==> config.mk <==
export PLATFORM = sky130hd
export DESIGN_NAME = rvc_fetch_aligner
export DESIGN_NICKNAME = d
export VERILOG_FILES = /design/src/rtl/rvc_fetch_aligner.sv
export SDC_FILE = /design/constraint.sdc
export NUM_CORES = 1
export LEC_CHECK = 0
export ABC_AREA = 1
export BUFFER_PORTS_ARGS = -buffer_cell sky130_fd_sc_hd__buf_2
export CORE_AREA = 2 2 127 129
export DETAILED_ROUTE_END_ITERATION = 12
export DIE_AREA = 0 0 129 131
export PLACE_DENSITY = 0.7
export SYNTH_ARGS = -nofsm -noshare
export SYNTH_HDL_FRONTEND = slang
export SYNTH_SLANG_ARGS = --single-unit
==> constraint.sdc <==
create_clock -name clk -period 4.3 [get_ports clk]
set_clock_uncertainty 0.2 [all_clocks]
set_input_delay 0.645 -clock clk [delete_from_list [all_inputs] [get_ports clk]]
set_output_delay 0.645 -clock clk [all_outputs]
set_load 0.01 [all_outputs]
==> src/rtl/rvc_fetch_aligner.sv <==
// rvc_fetch_aligner: RV32IC fetch-side sequencer.
// Issues one word-aligned instruction-memory read at a time, then splits the
// returned word into 16-bit compressed or 32-bit instructions. A 32-bit
// instruction whose low half sits in the upper half of a word is stitched
// together with the next word. Instructions go downstream one per handshake
// with their PC and a compressed flag. Execute-stage redirects are handled
// here, including discarding the response of a read already in flight.
// All outputs are decoded from registered state only, so there are no
// combinational paths from any input to any output.
//
// Optional build macro: RVC_ALIGN_PERF_EN adds the perf_rvc_count output,
// a wrapping count of accepted compressed instructions.

module rvc_fetch_aligner #(
  parameter logic [31:0] RESET_PC = 32'h0000_0000
) (
  input  logic        clk,
  input  logic        reset,
  output logic        imem_req_valid,
  output logic [31:0] imem_req_addr,
  input  logic        imem_req_ready,
  input  logic        imem_rsp_valid,
  input  logic [31:0] imem_rsp_data,
  input  logic        redirect_valid,
  input  logic [31:0] redirect_pc,
  output logic        inst_valid,
  input  logic        inst_ready,
  output logic [31:0] inst_data,
  output logic [31:0] inst_pc,
  output logic        inst_is_compressed
`ifdef RVC_ALIGN_PERF_EN
  ,
  output logic [31:0] perf_rvc_count
`endif
);

  // FSM encoding
  localparam logic [1:0] ST_REQ   = 2'd0;  // present a read request
  localparam logic [1:0] ST_WAIT  = 2'd1;  // read accepted, waiting for data
  localparam logic [1:0] ST_ISSUE = 2'd2;  // hand instructions out of wbuf
  localparam logic [1:0] ST_DRAIN = 2'd3;  // drop the response of a stale read

  // A 16-bit parcel whose low two bits are 2'b11 starts a 32-bit instruction.
  function automatic logic is_full_parcel(input logic [15:0] parcel);
    return (parcel[1:0] == 2'b11);
  endfunction

  // Architectural state
  logic [1:0]  state_r;
  logic [31:0] pc_r;          // address of the next instruction to issue
  logic [31:0] fetch_addr_r;  // address of the next word to read
  logic [31:0] wbuf_r;        // last fetched word
  logic [15:0] hbuf_r;        // low half of a straddling 32-bit instruction
  logic        span_r;        // hbuf_r holds a pending low half

  // Next-state values
  logic [1:0]  state_nxt_s;
  logic [31:0] pc_nxt_s;
  logic [31:0] fetch_addr_nxt_s;
  logic [31:0] wbuf_nxt_s;
  logic [15:0] hbuf_nxt_s;
  logic        span_nxt_s;

  // Candidate instruction offered in ISSUE
  logic        cand_valid_s;
  logic [31:0] cand_data_s;
  logic        cand_comp_s;
  logic [31:0] cand_pc_nxt_s;
  logic [1:0]  cand_state_nxt_s;
  logic        span_load_s;   // upper half starts a 32-bit inst: park it
  logic        handshake_s;
  logic        outstanding_s; // a read is (or is becoming) in flight this cycle

  // Select the instruction that wbuf/hbuf/pc present in ISSUE.
  always_comb begin
    cand_valid_s     = 1'b0;
    cand_data_s      = 32'h0000_0000;
    cand_comp_s      = 1'b0;
    cand_pc_nxt_s    = pc_r;
    cand_state_nxt_s = state_r;
    span_load_s      = 1'b0;
    if (state_r == ST_ISSUE) begin
      if (span_r) begin
        // Straddler: high half is the low half of the new word.
        cand_valid_s     = 1'b1;
        cand_data_s      = {wbuf_r[15:0], hbuf_r};
        cand_pc_nxt_s    = pc_r + 32'd4;
        cand_state_nxt_s = ST_ISSUE;
      end else if (!pc_r[1]) begin
        if (!is_full_parcel(wbuf_r[15:0])) begin
          cand_valid_s     = 1'b1;
          cand_data_s      = {16'h0000, wbuf_r[15:0]};
          cand_comp_s      = 1'b1;
          cand_pc_nxt_s    = pc_r + 32'd2;
          cand_state_nxt_s = ST_ISSUE;
        end else begin
          cand_valid_s     = 1'b1;
          cand_data_s      = wbuf_r;
          cand_pc_nxt_s    = pc_r + 32'd4;
          cand_state_nxt_s = ST_REQ;
        end
      end else begin
        if (!is_full_parcel(wbuf_r[31:16])) begin
          cand_valid_s     = 1'b1;
          cand_data_s      = {16'h0000, wbuf_r[31:16]};
          cand_comp_s      = 1'b1;
          cand_pc_nxt_s    = pc_r + 32'd2;
          cand_state_nxt_s = ST_REQ;
        end else begin
          // Nothing to emit yet; the rest lives in the next word.
          span_load_s      = 1'b1;
          cand_state_nxt_s = ST_REQ;
        end
      end
    end else begin
      cand_valid_s = 1'b0;
    end
  end

  assign handshake_s = cand_valid_s & inst_ready;

  // A read is outstanding after this cycle if one is accepted now or one is
  // still awaiting its response.
  assign outstanding_s = ((state_r == ST_REQ)   &  imem_req_ready) |
                         ((state_r == ST_WAIT)  & ~imem_rsp_valid) |
                         ((state_r == ST_DRAIN) & ~imem_rsp_valid);

  // Next-state logic; a redirect overrides everything else.
  always_comb begin
    state_nxt_s      = state_r;
    pc_nxt_s         = pc_r;
    fetch_addr_nxt_s = fetch_addr_r;
    wbuf_nxt_s       = wbuf_r;
    hbuf_nxt_s       = hbuf_r;
    span_nxt_s       = span_r;
    case (state_r)
      ST_REQ: begin
        if (imem_req_ready) begin
          fetch_addr_nxt_s = fetch_addr_r + 32'd4;
          state_nxt_s      = ST_WAIT;
        end else begin
          state_nxt_s = ST_REQ;
        end
      end
      ST_WAIT: begin
        if (imem_rsp_valid) begin
          wbuf_nxt_s  = imem_rsp_data;
          state_nxt_s = ST_ISSUE;
        end else begin
          state_nxt_s = ST_WAIT;
        end
      end
      ST_ISSUE: begin
        if (span_load_s) begin
          hbuf_nxt_s  = wbuf_r[31:16];
          span_nxt_s  = 1'b1;
          state_nxt_s = cand_state_nxt_s;
        end else if (handshake_s) begin
          pc_nxt_s    = cand_pc_nxt_s;
          span_nxt_s  = 1'b0;
          state_nxt_s = cand_state_nxt_s;
        end else begin
          state_nxt_s = ST_ISSUE;
        end
      end
      ST_DRAIN: begin
        if (imem_rsp_valid) begin
          state_nxt_s = ST_REQ;  // stale data dropped
        end else begin
          state_nxt_s = ST_DRAIN;
        end
      end
      default: begin
        state_nxt_s = ST_REQ;
      end
    endcase

    if (redirect_valid) begin
      pc_nxt_s         = redirect_pc & 32'hFFFF_FFFE;
      fetch_addr_nxt_s = redirect_pc & 32'hFFFF_FFFC;
      span_nxt_s       = 1'b0;
      wbuf_nxt_s       = wbuf_r;
      hbuf_nxt_s       = hbuf_r;
      state_nxt_s      = outstanding_s ? ST_DRAIN : ST_REQ;
    end else begin
      span_nxt_s = span_nxt_s;
    end
  end

  // State registers with synchronous reset.
  always_ff @(posedge clk) begin
    if (reset) begin
      state_r      <= ST_REQ;
      pc_r         <= RESET_PC & 32'hFFFF_FFFE;
      fetch_addr_r <= RESET_PC & 32'hFFFF_FFFC;
      wbuf_r       <= 32'h0000_0000;
      hbuf_r       <= 16'h0000;
      span_r       <= 1'b0;
    end else begin
      state_r      <= state_nxt_s;
      pc_r         <= pc_nxt_s;
      fetch_addr_r <= fetch_addr_nxt_s;
      wbuf_r       <= wbuf_nxt_s;
      hbuf_r       <= hbuf_nxt_s;
      span_r       <= span_nxt_s;
    end
  end

  // Output decode from registered state.
  assign imem_req_valid     = (state_r == ST_REQ);
  assign imem_req_addr      = fetch_addr_r;
  assign inst_valid         = cand_valid_s;
  assign inst_data          = cand_data_s;
  assign inst_pc            = pc_r;
  assign inst_is_compressed = cand_comp_s;

`ifdef RVC_ALIGN_PERF_EN
  logic [31:0] perf_cnt_r;

  // Count accepted compressed instructions; wraps, survives redirects.
  always_ff @(posedge clk) begin
    if (reset) begin
      perf_cnt_r <= 32'h0000_0000;
    end else if (handshake_s && cand_comp_s) begin
      perf_cnt_r <= perf_cnt_r + 32'd1;
    end else begin
      perf_cnt_r <= perf_cnt_r;
    end
  end

  assign perf_rvc_count = perf_cnt_r;
`endif

endmodule
Word-level counts from Yosys, hierarchy flattened
Index checks and enable logic that the tools add are counted.
{ "totals": {"regBits": 115} }
{ "op_classes": {"addsub": 3, "n_eq_ne": 8, "n_mux": 41, "bitwise_logic": 9, "n_reduce_logical": 15} }
{ "op_table": {"columns": ["cell", "count"], "rows": [
  ["$mux 32", 15],
  ["$add 32x3->32 const B", 2],
  ["$add 32x2->32 const B", 1],
  ["$mux 2", 9],
  ["$mux 16", 1],
  ["$mux 1", 15],
  ["$reduce_bool 2->1", 5],
  ["$reduce_and 3->1", 3],
  ["$eq 2x2->1 const B", 4],
  ["$pmux 2 s4", 1],
  ["$reduce_and 4->1", 2],
  ["$reduce_and 2->1", 3],
  ["$and 1x1->1", 4],
  ["$ne 4x4->1 const B", 1],
  ["$ne 3x3->1 const B", 1],
  ["$not 1->1", 3],
  ["$eq 2x1->1 const B", 1],
  ["$logic_not 2->1", 1],
  ["$ne 2x2->1 const B", 1],
  ["$or 1x1->1", 2],
  ["$reduce_or 2->1", 1]
]} }

Logic depth before layout (Yosys ltp)
{ "depth": {"depth_word": 10, "ltp_mapped": 11, "depth_no_buf": 11} }

Worst setup path after synthesis
OpenSTA, ideal clock, no wires.
{ "synth_path": {"path_type": "register to output", "from": "register pc_r[1] (netlist: inst_pc[1])", "to": "output port inst_data[15]", "arrival_time_ns": 1.354, "t_required_ns": 3.455, "setup_slack_ns": 2.101, "path_stages_with_launch": 7, "n_path_buf": 2, "path_cell_list": "dfxtp_1 > buf_6 > inv_4 > nor2_1 > buf_2 > nand3_1 > a21oi_1"} }
{ "synth_between": {"elab_chain_len": 3} }
{ "synth_lines": {"columns": ["item", "line_no", "text"], "rows": [
  ["from (decl)", "50", "logic [31:0] pc_r;"],
  ["from (signal assigned)", "194", "pc_r <= RESET_PC & 32'hFFFF_FFFE;"],
  ["from (signal assigned)", "201", "pc_r <= pc_nxt_s;"],
  ["$mux 32", "89", "end else if (!pc_r[1]) begin"],
  ["$mux 32", "83", "if (span_r) begin"],
  ["$mux 32", "82", "if (state_r == ST_ISSUE) begin"],
  ["to (decl)", "28", "output logic [31:0] inst_data,"]
]} }
No other way between the ends.

Worst setup path in the final report
{ "layout_path": {"from": "register span_r", "to": "output port inst_data[13]"} }
{ "layout_between": {"elab_chain_len": 2} }
{ "layout_lines": {"columns": ["item", "line_no", "text"], "rows": [
  ["from (decl)", "54", "logic span_r;"],
  ["from (signal assigned)", "205", "span_r <= span_nxt_s;"],
  ["$mux 32", "83", null],
  ["$mux 32", "82", null]
]} }
No other way between the ends.

==> run summary <==
count of buffers added by post-CTS timing repair for setup: 0
number of H-tree branching levels: 4
source-to-sink clock delay at the later pin of the worst-skew pair: 430 ps
crit-path max cell delay: 770 ps
total congestion overflow: 0
achievable frequency: 0.323 GHz
Mean Syn Cell Area: 6.17 sq um
Hold/Removal Path Class: reg2reg
vias per std cell: 5.47
post-layout utilization of the core: 57.6%
worst-path cell chain: inv_1 > nand3_1 > a21oi_1 > buf_2
worst-case headroom to the max-slew limit: 26.6%
commonest cells after routing, fill and taps aside: nand2_1, buf_2, nor2_1
die span in x: 129 um
worst path buffer plus inverter count: 2
Ys Warns: 0
number of nets in the finished design: 1426
number of antenna violations at the first check in global routing: 5
CTS Buffer Depth: 2
Unique masters post-synth: 45
met3 routed WL: 2420 um
Layout Area Growth over Synthesis: 20.0%
outcome: finished, final reports clean
highest routed metal layer: met5
element type at the critical path end: output pin
FF+latch count, synth: 113
Async S/R FF share, synth: 0%
number of buffers inserted for hold repair after clock tree synthesis: 0
first-pass GRT wire length: 40000 um
transition time at the pin with the least slew margin: 1100 ps
Total Die Area: 0.0169 sq mm
Fin. Hold Viols: 0
number of buffers added by the clock tree synthesis step: 17
HPWL after DPL: 18200 um
FF-to-FF setup slack: 1660 ps
startpoint kind of the worst setup timing path: flip-flop
Yosys top cell by area: dfxtp_1
maxcap violations: 0
CP max FO: 32
Initial Util: 48.0%
TritonCTS clock tree: yes
Post-synth top flop: dfxtp_1
maximum vdd drop: 0.000294 V
unrepaired setup endpoints after global routing: no
total routed wire length on the met1 layer: 10600 um
leakage power: 0.00379 uW
final critical-path required period: 3100 ps
fraction of post-synthesis cell area in the top cell type by area: 30.2%
largest net degree at the start of global routing: 64
Total Power Consumption: 3010 uW
TritonRoute pass-1 iters: 6
post-detailed-route DRC marker count: 0
GRT Resource Usage Total: 30.4%
top cells by area, synth: dfxtp_1, nand2_1, nand3_1, nor2_1, a21oi_1
most frequent standard cell in the layout excluding fill and tap cells: nand2_1
EDFF count, synth: 0
register clock-pin slew on the reported worst setup and hold paths: 60 ps
Row Count: 46
gpl congestion: 0.912
required time of the critical path: 3450 ps
worst setup slack after layout: 1200 ps
slowest cell on the critical path: inv_1
worst-case setup slack after placement: 1680 ps
die outline height: 131 um
Resized cells post-CTS: 0
Boundary Pins: 169
number of cells after detailed placement: 1550
share of synthesized area occupied by flip-flops and latches: 30.2%
met2 routed WL: 11500 um
port buffer count: 165
number of global-route vias before repair: 7734
Final Routed Wirelength: 25600 um
CORE AREA: 0.0156 sq mm
Final Instance Count excl. Fillers: 1585
average routed wire per standard cell: 16.2 um
Final setup violation count: 0
Final Max Slew Viols: 0
total vias in the final route: 8663
CTS sink cnt: 113
DRC marker count from the first detailed-route iteration: 715
data arrival time at the worst-slack endpoint: 2250 ps
CP delay by family, top: buffers and inverters
share of post-route cells with drive strength above 1: 19.5%
Routed Antenna Nets: 0
root cell of the clock tree: clkbuf_16
Sum Neg Setup Slack: 0 ps
category of the most critical setup path: reg2out
period utilisation layout: 72.0%
number of standard cells after synthesis: 1214
power density cells: 335 mW/mm^2
Post-Synthesis Cell Area: 0.00749 sq mm
flip-flops by register name, summed over array words and instances, names as in the netlist, named ones only:
register	count
inst_pc	31
hbuf_r	16
wbuf_r	32
imem_req_addr	30
span_r	1
state_r	2
metrics by stage:
step	hold WS, ps	area [sq um]
detailed placement	218	8390
global placement	216	8390
floorplan	230	7500
global route	238	8980
finish	227	8990
CTS	228	8980
cell type report:
| type | instances | area [sq um] |
|---|---|---|
| Sequential cell | 113 | 2260 |
| Multi-Input combinational cell | 931 | 4510 |
| Fill cell | 1600 | 6610 |
| Timing Repair Buffer | 176 | 908 |
| Inverter | 114 | 433 |
| Clock inverter | 14 | 155 |
| Antenna cell | 3 | 7.51 |
| Clock buffer | 18 | 439 |
| Tap cell | 216 | 270 |
where the power goes:
group | internal (uW) | switching [uW]
logic | 137 | 251
clock network | 873 | 573
registers | 1100 | 80.8
per-layer routing:
| metal | global-route usage [%] | up-vias |
|---|---|---|
| met4 | 15.8 | 4 |
| met5 | 0 | - |
| met2 | 48.7 | 398 |
| li1 | - | 4281 |
| met3 | 8.31 | 74 |
| met1 | 37.7 | 3906 |
tightest hold or removal path, cell delays in order, from the launching register on:
cell	delay (ps)
dfxtp_1	310
inv_1	50
nor2_1	30
kinds of logic (layout without fill, tap and decap cells):
family | after synthesis | count (layout) | share of synthesized area [%]
adder cells (fa/ha/maj) | 3 | 3 | 0.501
AND/OR/NAND/NOR | 649 | 649 | 38.7
XOR/XNOR | 21 | 21 | 2.45
other | 1 | 5 | 0.0501
AO/OA/AOI/OAI | 256 | 256 | 18.5
buffers and inverters | 171 | 322 | 9.64
flip-flops | 113 | 113 | 30.2
cells in the mapped netlist (4+ instances only):
master / n
dfxtp_1: 113
nand2_1: 280
clkbuf_1: 26
nor3_1: 6
a31oi_1: 11
nor2_1: 158
a22oi_1: 14
inv_1: 104
o21ai_1: 11
nand3_1: 139
o211ai_1: 4
inv_2: 8
xnor2_1: 6
buf_1: 6
buf_2: 15
a21oi_1: 103
or2_2: 4
buf_4: 5
nand4_1: 11
o22ai_1: 7
nand2_2: 8
o21ai_0: 96
xor2_1: 15
buf_6: 5
nor2_4: 11
nor2_2: 16
final timing paths:
check,cells after the start,start,end
worst min register to register,2,flip-flop,flip-flop
worst min-delay path,2,flip-flop,flip-flop
worst max register to register,7,inst_pc[1],hbuf_r[7]
worst max-delay path,4,span_r,inst_data[13]
Note: power is estimated with default switching activity, not from simulation.
